<file path="src/rtl/grid_loader.sv">
// Purpose: turns an ASCII '@' / '.' / newline stream into a 0/1 occupancy grid and checks line widths and bounds.
// Latency: each accepted byte updates state on its accepting edge; grid_valid/err are visible the following cycle.
// Backpressure: in_ready is high only while loading and clear is low; the loader holds in DONE/ERR until clear or reset.
module grid_loader #(
    parameter int WIDTH = 16,
    parameter int DEPTH = 16
) (
    input  logic                         clk,
    input  logic                         rst_n,
    input  logic                         clear,
    input  logic                         in_valid,
    input  logic [7:0]                   in_data,
    input  logic                         in_last,
    output logic                         in_ready,
    output logic [WIDTH*DEPTH-1:0]       grid,
    output logic                         grid_valid,
    output logic [$clog2(DEPTH+1)-1:0]   n_rows,
    output logic [$clog2(WIDTH+1)-1:0]   n_cols,
    output logic                         err,
    output logic [1:0]                   err_code
);

    localparam int RW = $clog2(DEPTH + 1);
    localparam int CW = $clog2(WIDTH + 1);
    localparam int IW = (WIDTH * DEPTH > 1) ? $clog2(WIDTH * DEPTH) : 1;

    localparam logic [RW-1:0] ROW_MAX = RW'(DEPTH);
    localparam logic [CW-1:0] COL_MAX = CW'(WIDTH);

    localparam logic [7:0] CH_AT = 8'h40;
    localparam logic [7:0] CH_DOT = 8'h2E;
    localparam logic [7:0] CH_LF = 8'h0A;
    localparam logic [7:0] CH_CR = 8'h0D;

    localparam logic [1:0] CODE_NONE = 2'd0;
    localparam logic [1:0] CODE_CHAR = 2'd1;
    localparam logic [1:0] CODE_WIDTH = 2'd2;
    localparam logic [1:0] CODE_ROWS = 2'd3;

    typedef enum logic [1:0] {
        LOAD = 2'd0,
        DONE = 2'd1,
        ERR  = 2'd2
    } state_t;

    state_t                   state, state_nxt;
    logic [RW-1:0]            row, row_nxt;
    logic [CW-1:0]            col, col_nxt;
    logic [CW-1:0]            ncols, ncols_nxt;
    logic                     width_latched, width_latched_nxt;
    logic [1:0]               code, code_nxt;
    logic [WIDTH*DEPTH-1:0]   grid_q, grid_nxt;
    logic [1:0]               fault;
    logic [IW-1:0]            cell_idx;

    // Flat bit position of the cell the next '@'/'.' lands in; only used once row/col are known in range.
    assign cell_idx = IW'(row) * IW'(WIDTH) + IW'(col);

    assign in_ready   = (state == LOAD) && !clear;
    assign grid       = grid_q;
    assign grid_valid = (state == DONE);
    assign err        = (state == ERR);
    assign err_code   = code;
    assign n_rows     = row;
    assign n_cols     = ncols;

    // State register for the load / done / error sequencer.
    always_ff @(posedge clk or negedge rst_n) begin
        if (!rst_n) begin
            state <= LOAD;
        end else begin
            state <= state_nxt;
        end
    end

    // Position counters, latched width, error code and grid storage.
    always_ff @(posedge clk or negedge rst_n) begin
        if (!rst_n) begin
            row           <= '0;
            col           <= '0;
            ncols         <= '0;
            width_latched <= 1'b0;
            code          <= CODE_NONE;
            grid_q        <= '0;
        end else begin
            row           <= row_nxt;
            col           <= col_nxt;
            ncols         <= ncols_nxt;
            width_latched <= width_latched_nxt;
            code          <= code_nxt;
            grid_q        <= grid_nxt;
        end
    end

    // Decode each accepted byte, then apply the implicit final newline when in_last closes a partial row.
    always_comb begin
        state_nxt         = state;
        row_nxt           = row;
        col_nxt           = col;
        ncols_nxt         = ncols;
        width_latched_nxt = width_latched;
        code_nxt          = code;
        grid_nxt          = grid_q;
        fault             = CODE_NONE;

        if (clear) begin
            state_nxt         = LOAD;
            row_nxt           = '0;
            col_nxt           = '0;
            ncols_nxt         = '0;
            width_latched_nxt = 1'b0;
            code_nxt          = CODE_NONE;
            grid_nxt          = '0;
        end else if (state == LOAD && in_valid) begin
            case (in_data)
                CH_AT, CH_DOT: begin
                    if (row == ROW_MAX) begin
                        fault = CODE_ROWS;
                    end else if (col == COL_MAX || (width_latched && col == ncols)) begin
                        fault = CODE_WIDTH;
                    end else begin
                        grid_nxt[cell_idx] = (in_data == CH_AT);
                        col_nxt            = col + 1'b1;
                    end
                end
                CH_LF: begin
                    // A newline at column 0 is a blank or trailing line and is skipped.
                    if (col != '0) begin
                        if (!width_latched) begin
                            ncols_nxt         = col;
                            width_latched_nxt = 1'b1;
                            row_nxt           = row + 1'b1;
                            col_nxt           = '0;
                        end else if (col != ncols) begin
                            fault = CODE_WIDTH;
                        end else begin
                            row_nxt = row + 1'b1;
                            col_nxt = '0;
                        end
                    end
                end
                CH_CR: begin
                    // Carriage returns from CRLF text carry no position information.
                end
                default: begin
                    fault = CODE_CHAR;
                end
            endcase

            if (fault != CODE_NONE) begin
                state_nxt = ERR;
                code_nxt  = fault;
            end else if (in_last) begin
                if (col_nxt != '0) begin
                    if (width_latched_nxt && col_nxt != ncols_nxt) begin
                        state_nxt = ERR;
                        code_nxt  = CODE_WIDTH;
                    end else begin
                        if (!width_latched_nxt) begin
                            ncols_nxt         = col_nxt;
                            width_latched_nxt = 1'b1;
                        end
                        row_nxt   = row_nxt + 1'b1;
                        col_nxt   = '0;
                        state_nxt = DONE;
                    end
                end else begin
                    state_nxt = DONE;
                end
            end
        end
    end

endmodule
</file>
<file path="config.mk">
export PLATFORM = sky130hd
export DESIGN_NAME = grid_loader
export DESIGN_NICKNAME = d
export VERILOG_FILES = /design/src/rtl/grid_loader.sv
export SDC_FILE = /design/constraint.sdc
export NUM_CORES = 1
export LEC_CHECK = 0
export CAP_MARGIN = 20
export CORE_UTILIZATION = 47
export CTS_BUF_LIST = sky130_fd_sc_hd__clkbuf_4 sky130_fd_sc_hd__clkbuf_8 sky130_fd_sc_hd__clkbuf_16
export DETAILED_ROUTE_END_ITERATION = 12
export GPL_ROUTABILITY_DRIVEN = 0
export GPL_TIMING_DRIVEN = 0
export PLACE_DENSITY_LB_ADDON = 0.3
export SYNTH_ARGS = -nofsm -noshare
export SYNTH_HDL_FRONTEND = slang
export SYNTH_SLANG_ARGS = --single-unit
</file>
<file path="constraint.sdc">
create_clock -name clk -period 3.69 [get_ports clk]
set_clock_uncertainty 0.1 [all_clocks]
set_input_delay 0.369 -clock clk [delete_from_list [all_inputs] [get_ports clk]]
set_output_delay 0.369 -clock clk [all_outputs]
set_load 0.005 [all_outputs]
</file>
# After elaboration in Yosys (flattened, before gate mapping)
# Index checks and enable logic that the tools add are counted.
[word_totals]
reg_bits = 276
latch_bits = 0
ram_bits = 0
rom_bits = 0
input_bits = 13
output_inout_bits = 271
elab_cells = 122
n_memories = 0
[op_classes]
add_sub_neg = 4
n_mul = 0
n_div = 0
n_lt_le_gt_ge = 2
eq_ne = 13
shift = 0
muxes = 76
bitwise_logic = 0
reduce_logical = 20
[op_table]
columns = ["operator", "count"]
rows = [
  ["$mux W256", 5],
  ["$bwmux W256", 1],
  ["$mux W5", 37],
  ["$mux W2", 19],
  ["$eq A8 B4 Y1 const B", 2],
  ["$add A5 B1 Y5 const B", 3],
  ["$mux W1", 11],
  ["$eq A5 B5 Y1 const B", 2],
  ["$ne A5 B5 Y1", 2],
  ["$pmux W5 S2", 1],
  ["$reduce_bool A5 Y1", 2],
  ["$lt A8 B9 Y1 const B", 1],
  ["$reduce_bool A3 Y1", 3],
  ["$add A8 B5 Y8", 1],
  ["$demux W1 S8", 1],
  ["$eq A8 B6 Y1 const B", 1],
  ["$eq A8 B7 Y1 const B", 1],
  ["$ge A8 B1 Y1 const B", 1],
  ["$reduce_and A4 Y1", 2],
  ["$pmux W2 S3", 1],
  ["$reduce_bool A2 Y1", 3],
  ["$eq A5 B5 Y1", 1],
  ["$logic_and A1 B1 Y1", 5],
  ["$ne A2 B2 Y1 const B", 2],
  ["7 further kinds", 7],
]

# Depth between registers and ports, before layout
[depth]
word_depth = 16
depth_mapped = 15
depth_no_buf = 12

# Worst setup path before layout
# No wires, ideal clock.
[synth_path]
kind = "flip-flop to flip-flop"
startpoint = "register col[0]"
endpoint = "register row[4] (netlist: n_rows[4])"
setup_time_ps = 128
t_arrival_ps = 3373
required_time_ps = 3462
path_slack_ps = 89
path_stages_with_launch = 15
n_path_buf = 3
period_less_slack_ps = 3601
path_cell_list = "dfrtp_1 buf_2 inv_1 ha_1 or4b_1 and3_1 clkbuf_1 and3_1 clkbuf_1 o21ai_0 ha_1 nand2_1 or4_1 o22ai_2 mux2_1"
[synth_via]
elab_chain_cells = 16
elab_cells_between_ends = 49
classes_between = "add/sub (2); eq/ne (4); mux (37); reduce/logical (6)"
[synth_lines]
columns = ["element", "line", "source"]
rows = [
  ["start: declaration", "48", "logic [CW-1:0] col, col_nxt;"],
  ["start signal: assignment", "87", "col <= col_nxt;"],
  ["parallel branches: the longest is 13 deep, another holds $add A5 B1 Y5", "n/a", ""],
  ["$mux W5 *", "150", "if (fault != CODE_NONE) begin"],
  ["$mux W5 *", "114", "end else if (state == LOAD && in_valid) begin"],
  ["$mux W5 *", "106", "if (clear) begin"],
  ["end signal: assignment", "86", "row <= row_nxt;"],
  ["end: declaration", "47", "logic [RW-1:0] row, row_nxt;"],
]
# Every way passes the cells marked *. The select of a mux whose other input is x is not followed.
# A chain may end at the register's enable or synchronous reset.

# Final worst setup path
# Same ends and word-level chain as after synthesis.

==> flow_summary_export.csv <==
group,metric,value,unit
die,start_util,48.3,%
setup_path,cp_cell_sequence,"buf_2, xor2_1, nor3_2, a311oi_2, a31oi_1, a21o_1, o311ai_4, or4_1, o22ai_2, mux2_1",
drt,dr_total_vias,12000,
die,die_x,172,um
setup_path,cp_slowest_cell,"nor3_2",
synthesis,synth_flop_cell,"dfrtp_1",
drt,routed_wl,45600,um
clocking,cts_buffers,30,
synthesis,muxShareOfSynthArea,17.0,%
synthesis,synth_xor_area_share,0.775,%
synthesis,synthAdderAreaFrac,0.830,%
run_status,outcome,"complete, no violations",
final_layout,finalNetCount,1770,
final_layout,drive_above_1_share,7.57,%
setup_path,path_class,"flip-flop to flip-flop",
global_routing,grt_first_pass_wirelength,69400,um
setup_path,cp-end-kind,"flip-flop",
clocking,path_clk_slew,0.06,ns
clocking,cts.path.max_buffers,3,
global_routing,track_usage,31.0,%
drt,drc,0,
die,core_area,28100,sq um
synthesis,async_flop_share,100,%
setup_path,arrival,4.00,ns
synthesis,synth_area_leader_cell,"dfrtp_1",
synthesis,synth_cells,1439,
sta,setup_total_negative_slack,0,ns
pwr,power_density,348,nW/um^2
clocking,clock_latency,0.56,ns
drt,drt_iter0_markers,1154,
final_layout,utilization,64.4,%
final_layout,area_delta_synth_final,33.3,%
sta,period_minus_slack,3.66,ns
sta,relSlewSlack,32.2,%
drt,vias_per_cell,5.58,
drt,drt_pass1_iterations,7,
clocking,h-tree-depth,1,
synthesis,synthTopCellsByCount,"499 x nand2_1, 276 x dfrtp_1, 224 x mux2i_1, 103 x clkbuf_1, 45 x nor2_1",
setup_path,critical_path_depth,10,
sta,fmax,273,MHz
place,port_buffers,283,
synthesis,synth-seq-area-share,50.9,%
sta,tightest_slew,1.01,ns
setup_path,path_delay_family,"compound AO/OA/AOI/OAI gates",
synthesis,synth_seq_cells,276,
setup_path,cp-startpoint,"col[0]$_DFFE_PN0P_",
place,placed_area,16900,sq um
final_layout,diodes,0,
synthesis,yosysMostFrequentCell,"nand2_1",
setup_path,rr_worst_depth,10,
setup_path,critPathLaunchType,"flip-flop",
setup_path,max_stage_delay,0.58,ns
place,dp_hpwl,31600,um
die,io_pins,284,
synthesis,ys_warn_count,0,
sta,drv_slew,0,
setup_path,cp_max_fo,9,
global_routing,grt_max_degree,114,
final_layout,postLayoutCellArea,18100,sq um
global_routing,grt_pass1_vias,12000,
synthesis,synth_nets,1461,
synthesis,yosys-top-cells-area,"dfrtp_1 51%, mux2i_1 17%, nand2_1 14%, clkbuf_1 2.9%, nand3_1 1.6%",
pwr,p_total,0.00630,W
synthesis,yosys.area_share.simple,20.7,%
synthesis,synth_top_area_share,50.9,%
drt,antenna_left,0,
sta,setup_viol,0,
global_routing,overflow,0,
die,design.die.area,29500,sq um
pwr,leakage,8.57,nW
sta,whs,0.233,ns
clocking,cts_root_buffer,"clkbuf_16",
synthesis,synth_compound_area_share,5.98,%
sta,final_hold_viol_count,0,
die,die_y,172,um
synthesis,synth_edf_count,0,
worst_hold_path,hp-class,"input pin to async pin",
drt,avgRoutedWirePerCell,21.3,um
clocking,cts_sinks,276,
sta,fin_crit_sh,99.2,%
synthesis,ys_types,67,
synthesis,syn_area_per_cell,9.43,sq um
run,maxCapViolCount,0,
die,core.rowCount,61,
clocking,cts_tree,"yes",
synthesis,synth_top_family_by_area,"simple AND/OR/NAND/NOR gates",
global_routing,antenna_found_initial,0,
setup_path,crit_buf_inv,1,
synthesis,syn_area,13600,sq um
setup_path,r2r-start,"col[0]$_DFFE_PN0P_",
pwr,peakVddDrop,0.000277,V
sta,rsz0062_at_grt,"true",
setup_path,required,4.03,ns
## registers in the layout, summed over array words and instances (netlist names)
| signal | flops |
|---|---|
| col | 5 |
| err_code | 2 |
| grid | 256 |
| n_cols | 5 |
| n_rows | 5 |
| state | 2 |
| width_latched | 1 |
## placed cells by master (no fill, tap or decap), drive strengths merged, types with 5 or more instances in the layout
cell type / netlist / final
nand2: 499 / 499
clkdlybuf4s50: 0 / 282
dfrtp: 276 / 276
mux2i: 224 / 224
clkbuf: 103 / 136
nor2: 45 / 45
o21ai: 44 / 44
nand3: 44 / 44
buf: 14 / 22
and2: 17 / 17
inv: 16 / 16
nor3: 16 / 16
a21oi: 12 / 12
xor2: 9 / 9
ha: 9 / 9
nor2b: 8 / 8
nor4: 7 / 7
o211ai: 6 / 6
o31ai: 6 / 6
and3: 6 / 6
or4: 5 / 5
o32ai: 5 / 5
mux2: 5 / 5
## per-layer routing
| metal | vias up | wire, um | global-route usage [%] |
|---|---|---|---|
| met5 | - | 0 | 0 |
| met4 | 0 | 1740 | 11.5 |
| met3 | 119 | 3590 | 7.32 |
| met2 | 490 | 21500 | 50.6 |
| met1 | 5965 | 18800 | 40.2 |
| li1 | 5414 | - | - |
## worst reg2reg max path, stage by stage, from the launching register on
cell and delay [ns]:
dfrtp_1 0.40, buf_2 0.20, xor2_1 0.18, nor3_2 0.58, a311oi_2 0.29, a31oi_1 0.28, a21o_1 0.29, o311ai_4 0.15
or4_1 0.57, o22ai_2 0.16, mux2_1 0.34
## repair_timing
action | 4_1_cts | 5_1_grt
buffers inserted | 2 | 3
hold endpoints to repair | 62 | 0
pin swaps | 1 | 1
resized for setup | 21 | 30
setup endpoints to repair | 157 | 171
hold buffers | 1 | 0
## power breakdown
group	internal, W	switching (W)	leakage, nW
combinational	0.0000482	0.000153	4.22
clock	0.00181	0.00126	0.507
sequential	0.00303	0.00000212	3.85
## cell families after synthesis
kind of cell / after synthesis
fa+ha+maj: 9
xor+xnor: 12
flops: 276
compound gates: 114
mux: 229
simple gates: 666
buf+inv: 133
## path summary, 6_finish.rpt
path                                         endpoint  slack, ns
worst min register to register  grid[191]$_DFFE_PN0P_       0.41
min in group clk                grid[191]$_DFFE_PN0P_       0.41
max in group asynchronous        grid[25]$_DFFE_PN0P_       1.87
worst max-delay path            n_rows[4]$_DFFE_PN0P_       0.03
worst min-delay path            grid[167]$_DFFE_PN0P_       0.23
worst max register to register  n_rows[4]$_DFFE_PN0P_       0.03
## stage by stage
| step | instances | worst slack [ns] |
|---|---|---|
| CTS | 2150 | -0.0141 |
| global placement | 2100 | -9.83 |
| detailed placement | 2103 | -0.833 |
| global route | 2147 | -0.0827 |
| floorplan | 1439 | 0.0890 |
| finish | 2147 | 0.0297 |
## layout make-up
type	instances	area (sq um)
multi-input cells	1030	6260
well taps	378	473
repair buffers	292	2950
plain buffers	102	422
inverters	16	60.1
clock inverters	6	72.6
fillers	2293	10000
flip-flops and latches	276	6910
clock buffers	47	941
(Power assumes the default switching activity.)
